File: config.mk
export PLATFORM = sky130hd
export DESIGN_NAME = pwm_capture
export DESIGN_NICKNAME = d
export VERILOG_FILES = /design/src/rtl/pwm_capture.sv
export SDC_FILE = /design/constraint.sdc
export NUM_CORES = 1
export LEC_CHECK = 0
export ABC_CLOCK_PERIOD_IN_PS = 3000
export CAP_MARGIN = 20
export CORE_MARGIN = 5
export CORE_UTILIZATION = 44
export DETAILED_ROUTE_END_ITERATION = 8
export SYNTH_ARGS = -nofsm -noshare
export SYNTH_HDL_FRONTEND = slang
export SYNTH_SLANG_ARGS = --single-unit
File: constraint.sdc
create_clock -name clock -period 3 [get_ports clock]
set_input_delay 0.3 -clock clock [delete_from_list [all_inputs] [get_ports clock]]
set_output_delay 0.3 -clock clock [all_outputs]
set_load 0.005 [all_outputs]
File: src/rtl/pwm_capture.sv
// PWM measurement: high time, period and 64-step duty of an asynchronous PWM input.
// Optional deglitch filter on the synchronised input is enabled by defining DEGLITCH_EN.
`timescale 1ns/1ps
module pwm_capture #(
  parameter int CNT_W    = 16,
  parameter int TIMEOUT  = 65535,
  parameter int FILT_LEN = 3
) (
  input  logic             clock,
  input  logic             reset_n,
  input  logic             pwm_in,
  output logic [CNT_W-1:0] high_time,
  output logic [CNT_W-1:0] period,
  output logic [5:0]       duty,
  output logic             valid,
  output logic             is_static,
  output logic             overrun
);

  typedef enum logic [1:0] {WAIT_RISE, MEAS_HIGH, MEAS_LOW} state_t;

  localparam logic [CNT_W-1:0] P_MAX = '1;
  localparam logic [CNT_W-1:0] P_TO  = CNT_W'(TIMEOUT);

  function automatic logic [CNT_W-1:0] sat_inc(input logic [CNT_W-1:0] v);
    return (v == P_MAX) ? v : v + 1'b1;
  endfunction

  // One restoring step: returns {quotient bit, new remainder}.
  function automatic logic [CNT_W:0] div_step(input logic [CNT_W-1:0] rem,
                                               input logic [CNT_W-1:0] d);
    logic [CNT_W:0] sh;
    sh = {rem, 1'b0};
    if (sh >= {1'b0, d}) return {1'b1, CNT_W'(sh - {1'b0, d})};
    return {1'b0, sh[CNT_W-1:0]};
  endfunction

  logic r_sync1, r_sync2, r_s_d;
  logic w_s, w_rise, w_fall;

  always_ff @(posedge clock or negedge reset_n) begin
    if (!reset_n) begin
      r_sync1 <= 1'b0;
      r_sync2 <= 1'b0;
    end else begin
      r_sync1 <= pwm_in;
      r_sync2 <= r_sync1;
    end
  end

`ifdef DEGLITCH_EN
  localparam int FC_W = $clog2(FILT_LEN + 1);
  logic            r_filt;
  logic [FC_W-1:0] r_fcnt;

  always_ff @(posedge clock or negedge reset_n) begin
    if (!reset_n) begin
      r_filt <= 1'b0;
      r_fcnt <= '0;
    end else if (r_sync2 == r_filt) begin
      r_fcnt <= '0;
    end else if (r_fcnt == FC_W'(FILT_LEN - 1)) begin
      r_filt <= r_sync2;
      r_fcnt <= '0;
    end else begin
      r_fcnt <= r_fcnt + 1'b1;
    end
  end
  assign w_s = r_filt;
`else
  logic w_unused_filt;
  assign w_unused_filt = (FILT_LEN != 0);
  assign w_s = r_sync2;
`endif

  assign w_rise = w_s & ~r_s_d;
  assign w_fall = ~w_s & r_s_d;

  state_t           r_state;
  logic [CNT_W-1:0] r_p, r_h_tmp, r_div_h, r_div_p, r_rem;
  logic [5:0]       r_q;
  logic [2:0]       r_div_cnt;
  logic             r_busy, r_to_pend, r_to_seen;
  logic             w_to, w_start, w_ovr, w_div_done;
  logic [CNT_W:0]   w_step;
  logic [5:0]       w_q_next;

  // r_to_seen keeps a counter parked at TIMEOUT (possible when TIMEOUT is all-ones) from refiring.
  assign w_to       = (r_p == P_TO) && !w_rise && !r_to_seen;
  assign w_start    = (r_state == MEAS_LOW) && w_rise && !r_busy;
  assign w_ovr      = (r_state == MEAS_LOW) && w_rise && r_busy;
  assign w_step     = div_step(r_rem, r_div_p);
  assign w_q_next   = {r_q[4:0], w_step[CNT_W]};
  assign w_div_done = r_busy && (r_div_cnt == 3'd5);

  always_ff @(posedge clock or negedge reset_n) begin
    if (!reset_n) begin
      r_state   <= WAIT_RISE;
      r_p       <= '0;
      r_h_tmp   <= '0;
      r_s_d     <= 1'b0;
      r_to_seen <= 1'b0;
    end else begin
      r_s_d <= w_s;
      r_p   <= w_rise ? CNT_W'(1) : sat_inc(r_p);
      if (w_rise)    r_to_seen <= 1'b0;
      else if (w_to) r_to_seen <= 1'b1;
      if (w_to) begin
        r_state <= WAIT_RISE;
      end else begin
        case (r_state)
          WAIT_RISE: if (w_rise) r_state <= MEAS_HIGH;
          MEAS_HIGH: if (w_fall) begin
            r_h_tmp <= r_p;
            r_state <= MEAS_LOW;
          end
          MEAS_LOW:  if (w_rise) r_state <= MEAS_HIGH;
          default:   r_state <= WAIT_RISE;
        endcase
      end
    end
  end

  // An overrun also abandons an unfinished division, so periods under 8 cycles never report.
  always_ff @(posedge clock or negedge reset_n) begin
    if (!reset_n) begin
      r_busy    <= 1'b0;
      r_div_cnt <= '0;
      r_rem     <= '0;
      r_q       <= '0;
      r_div_h   <= '0;
      r_div_p   <= '0;
    end else if (w_start) begin
      r_busy    <= 1'b1;
      r_div_cnt <= '0;
      r_rem     <= r_h_tmp;
      r_q       <= '0;
      r_div_h   <= r_h_tmp;
      r_div_p   <= r_p;
    end else if (w_ovr) begin
      r_busy <= 1'b0;
    end else if (r_busy) begin
      if (r_div_cnt == 3'd6) begin
        r_busy <= 1'b0;
      end else begin
        r_rem     <= w_step[CNT_W-1:0];
        r_q       <= w_q_next;
        r_div_cnt <= r_div_cnt + 1'b1;
      end
    end
  end

  always_ff @(posedge clock or negedge reset_n) begin
    if (!reset_n) begin
      high_time <= '0;
      period    <= '0;
      duty      <= '0;
      valid     <= 1'b0;
      is_static <= 1'b0;
      overrun   <= 1'b0;
      r_to_pend <= 1'b0;
    end else begin
      valid   <= 1'b0;
      overrun <= w_ovr;
      if (w_div_done) begin
        high_time <= r_div_h;
        period    <= r_div_p;
        duty      <= w_q_next;
        is_static <= 1'b0;
        valid     <= 1'b1;
        r_to_pend <= w_to;
      end else if (w_to || r_to_pend) begin
        is_static <= 1'b1;
        duty      <= w_s ? 6'd63 : 6'd0;
        valid     <= 1'b1;
        r_to_pend <= 1'b0;
      end
    end
  end

endmodule

==> results_tabular.tex <==
\begin{tabular}{lr}
\hline
Metric & Value \\
\hline
\multicolumn{2}{l}{\textbf{Global routing}} \\
Wire length of the first global-routing pass & 24.9 mm \\
Total global routing track utilization & 19.2\% \\
Initial antenna violation count & 0 \\
Maximum number of pins on one net before global-route repair & 82 \\
Total overflow reported by the global router & 0 \\
Number of global-route vias before repair & around 4,600 \\
\multicolumn{2}{l}{\textbf{Timing}} \\
Final Hold Slack & 324 ps \\
Relative max-transition margin & between 40\% and 50\% \\
Number of max-slew violations in the final report & 0 \\
Skew final & 5.97 ps \\
Total count of hold-check failures in the final report & 0 \\
Slew at the pin closest to its max-slew limit & 768 ps \\
Final setup viols & 0 \\
Final TNS setup & 0 ps \\
Final critical path time including I/O delays and setup & 2710 ps \\
Final clock period utilization by the worst path & roughly 90\% \\
Setup repair after global routing missed its margin & false \\
Maximum clock frequency & about 0.37 GHz \\
\multicolumn{2}{l}{\textbf{Run status}} \\
Run status & completed \\
\multicolumn{2}{l}{\textbf{Worst setup path}} \\
WS Path Type & register to register \\
Worst Reg2Reg Path Length in Cells & 10 \\
Last element of the critical path & r\_rem[10] \\
Critical path peak fanout & 12 \\
Capture point of the worst reg-to-reg path & r\_rem[10] \\
Data arrival at the endpoint of the critical path & between 2000 and 3000 ps \\
Kind of end point of the critical path & register \\
Worst EP required & 3280 ps \\
Worst setup SP type & register \\
Register-to-Register Setup Slack & 290 ps \\
Startpoint of the worst setup timing path & r\_div\_p[1] \\
Worst R2R Start & r\_div\_p[1] \\
\multicolumn{2}{l}{\textbf{Synthesis}} \\
Fraction of synthesized cell area in xor and xnor cells & 3.29\% \\
Number of enable-type register cells in the synthesized netlist & 0 \\
Ranking of synthesized cells by area & sky130\_fd\_sc\_hd\_\_dfrtp\_1 (54\%), sky130\_fd\_sc\_hd\_\_nand2\_1 (6.2\%), sky130\_fd\_sc\_hd\_\_ha\_1 (3.9\%) \\
Largest area contributor in the synthesized netlist & sky130\_fd\_sc\_hd\_\_dfrtp\_1 \\
Nets in the synthesized netlist & about 630 \\
Multiplexer fraction of the synthesized cell area & 7.36\% \\
Netlist Area Pre-Place & 6400 um\^{}2 \\
Share of the synthesized area in compound gates (AO/OA/AOI/OAI) & 13.9\% \\
Number of unique standard cell types used by synthesis & between 50 and 60 \\
Dominant combinational cell family by area after synthesis & compound AO/OA/AOI/OAI gates \\
Post-synth top area share & 53.6\% \\
Sequential area share after synthesis & 53.6\% \\
Adder-cell share of the synthesized area & 4.23\% \\
Post-synthesis sequential element count & 137 \\
Top flip-flop cell by instance count after synthesis & sky130\_fd\_sc\_hd\_\_dfrtp\_1 \\
Number of instances in the synthesized netlist & 607 \\
Simple-gate share of the synthesized area & 13.8\% \\
Async SR Flop Fraction & 100\% \\
Number of warnings reported in the yosys synthesis log & 0 \\
Average cell area after synthesis & 10.5 um\^{}2 \\
\multicolumn{2}{l}{\textbf{Routing}} \\
First-iteration detailed-routing DRC count & 434 \\
Remaining number of nets flagged by the antenna check after routing & 0 \\
Post-detailed-route via-to-cell ratio & 5.50 \\
Total via count in the routed design & 4,666 \\
Final wirelength & 15.2 mm \\
DRC violations left & 0 \\
Detailed-route wire length per cell & around 18 um \\
TritonRoute pass-1 iters & 5 \\
\multicolumn{2}{l}{\textbf{Power and ir drop}} \\
Part of the power in registers & 34.6\% \\
Cell-internal power & around 4.5 mW \\
Part of the total power dissipated in combinational logic & a little over a third \\
Static Leak & 3.57 nW \\
Switching power & 2.51 mW \\
Worst vdd ir & around 0.39 mV \\
Sw Ratio & between 30\% and 40\% \\
Clock share of power & 29.3\% \\
Power density relative to cell area & $\sim$900 nW/um\^{}2 \\
\multicolumn{2}{l}{\textbf{CTS}} \\
Cts hold-fix bufs & 1 \\
Post-cts resize count & 0 \\
Setup Fix Bufs, Post-CTS & 0 \\
CTS clk-pin slew, worst paths & 60 ps \\
Clk Latency, worst-skew pair & 420 ps \\
TritonCTS buffer count & 17 \\
CTS HTree Levels & 4 \\
Clock root buffer & sky130\_fd\_sc\_hd\_\_clkbuf\_16 \\
\# clock sinks & 137 \\
Clock tree from TritonCTS & done \\
Number of buffers between clock root and the deepest sink & 2 \\
\multicolumn{2}{l}{\textbf{Placement}} \\
Placed wire-length estimate after detailed placement & around 11 mm \\
Number of buffers inserted by port buffering & 43 \\
Final weighted congestion in routability-driven placement & 0.969 \\
\multicolumn{2}{l}{\textbf{Floorplanning}} \\
Die area & 17,000 um\^{}2 \\
Initial standard-cell utilization of the core & 44.5\% \\
Core Region & 14,400 um\^{}2 \\
DIE HEIGHT & 131 um \\
Top-level port count & 44 \\
Die Span X & between 100 and 150 um \\
Number of cell rows & 44 \\
\multicolumn{2}{l}{\textbf{Layout}} \\
Final antenna diode count & 0 \\
Proportion of layout cells with a drive suffix above 1 & 12.2\% \\
Layout-stage area growth over the synthesis result & 19.2\% \\
Nets & 676 \\
\multicolumn{2}{l}{\textbf{Hold path}} \\
Class of the tightest hold or removal check & primary input to register \\
Hold path startpoint & pwm\_in \\
\multicolumn{2}{l}{\textbf{Run}} \\
\# Max-Cap Violations & 0 \\
\hline
\end{tabular}
## layer usage
metal,vias to the layer above,GRT usage [%],share of wire [%]
met4,0,6.53,1.7
li1,2214,-,-
met2,111,28.3,45
met1,2323,27.8,49
met3,18,4.67,4.0
met5,-,0,0
## registers in the layout, summed over array words and instances, names as in the netlist, 2 cells and up
| name | cells |
|---|---|
| r_div_cnt | 3 |
| r_div_h | 16 |
| r_state | 2 |
| r_rem | 16 |
| r_div_p | 16 |
| r_q | 5 |
| high_time | 16 |
| r_p | 16 |
| period | 16 |
| r_h_tmp | 16 |
| duty | 6 |
## synth_stat cells, types with 7 or more instances
master	number
sky130_fd_sc_hd__dfrtp_1	137
sky130_fd_sc_hd__o21ai_0	41
sky130_fd_sc_hd__inv_1	24
sky130_fd_sc_hd__ha_1	20
sky130_fd_sc_hd__a21oi_1	19
sky130_fd_sc_hd__nand2_1	105
sky130_fd_sc_hd__mux2_1	10
sky130_fd_sc_hd__and3_1	7
sky130_fd_sc_hd__a221o_1	7
sky130_fd_sc_hd__o21ai_1	14
sky130_fd_sc_hd__nand3_1	14
sky130_fd_sc_hd__nor2_1	32
sky130_fd_sc_hd__mux2_2	22
sky130_fd_sc_hd__xor2_1	11
sky130_fd_sc_hd__mux2i_1	11
sky130_fd_sc_hd__xnor2_1	13
sky130_fd_sc_hd__a22oi_1	15
sky130_fd_sc_hd__clkbuf_1	17
## critical path, cell delays in order, from the launching register on
cell	delay (ps)
sky130_fd_sc_hd__dfrtp_1	370
sky130_fd_sc_hd__inv_1	80
sky130_fd_sc_hd__ha_1	290
sky130_fd_sc_hd__nor2b_1	180
sky130_fd_sc_hd__o2111ai_1	240
sky130_fd_sc_hd__a21oi_1	240
sky130_fd_sc_hd__nor2_1	140
sky130_fd_sc_hd__o31ai_4	440
sky130_fd_sc_hd__buf_4	290
sky130_fd_sc_hd__mux2i_1	220
sky130_fd_sc_hd__o21ai_1	80
## worst min-delay path by stage
stage          cells after the start  slack (ps)  endpoint
5_1_grt                            1         310   r_sync1
3_3_place_gp                       0         340   r_sync2
2_1_floorplan                      0           4   duty[0]
3_5_place_dp                       0         340   r_sync2
6_report                           1         320   r_sync1
4_1_cts                            1         310   r_sync1
## power by group through the flow
stage / sequential (mW) / combinational, mW / clock, mW
after floorplan: 2.36 / 1.94 / 0
after global placement: 2.44 / 2.49 / 0
after detailed placement: 2.45 / 2.49 / 0
after CTS: 2.42 / 2.52 / 2.10
after global routing: 2.47 / 2.81 / 2.18
final: 2.43 / 2.53 / 2.06
## cell usage in the layout (no fill, tap or decap), types with 13 or more instances in the layout
cell type and count:
sky130_fd_sc_hd__a21oi_1 19, sky130_fd_sc_hd__a22oi_1 15, sky130_fd_sc_hd__clkbuf_16 17, sky130_fd_sc_hd__clkdlybuf4s50_1 42, sky130_fd_sc_hd__dfrtp_1 137, sky130_fd_sc_hd__ha_1 20, sky130_fd_sc_hd__inv_1 24, sky130_fd_sc_hd__mux2_2 22
sky130_fd_sc_hd__nand2_1 105, sky130_fd_sc_hd__nand3_1 13, sky130_fd_sc_hd__nor2_1 31, sky130_fd_sc_hd__o21ai_0 41, sky130_fd_sc_hd__o21ai_1 14, sky130_fd_sc_hd__xnor2_1 13
## cell type report
type | instances | area (um^2)
repair buffers | 56 | 557
multi-input cells | 416 | 2730
clock inverters | 14 | 148
inverters | 24 | 90.1
flip-flops and latches | 137 | 3430
fillers | 1245 | 6750
clock buffers | 18 | 439
well taps | 184 | 230
## cells by family after synthesis
kind of cell             Yosys count
AO/OA/AOI/OAI                    135
XOR/XNOR                          24
adder cells (fa/ha/maj)           21
buffers and inverters             54
flip-flops                       137
multiplexers                      43
AND/OR/NAND/NOR                  193
## stage by stage
step / cell area, um^2 / power, mW / worst slack, ps / instances / utilization [%]
global route: 7620 / 7.46 / 35.1 / 849 / 53.1
detailed placement: 7030 / 4.94 / 289 / 816 / 48.9
global placement: 7030 / 4.93 / 340 / 816 / 48.9
CTS: 7620 / 7.04 / 286 / 849 / 53.1
floorplan: 6400 / 4.30 / 711 / 607 / -
finish: 7620 / 7.01 / 291 / 849 / 53.1
(Power assumes the default switching activity.)
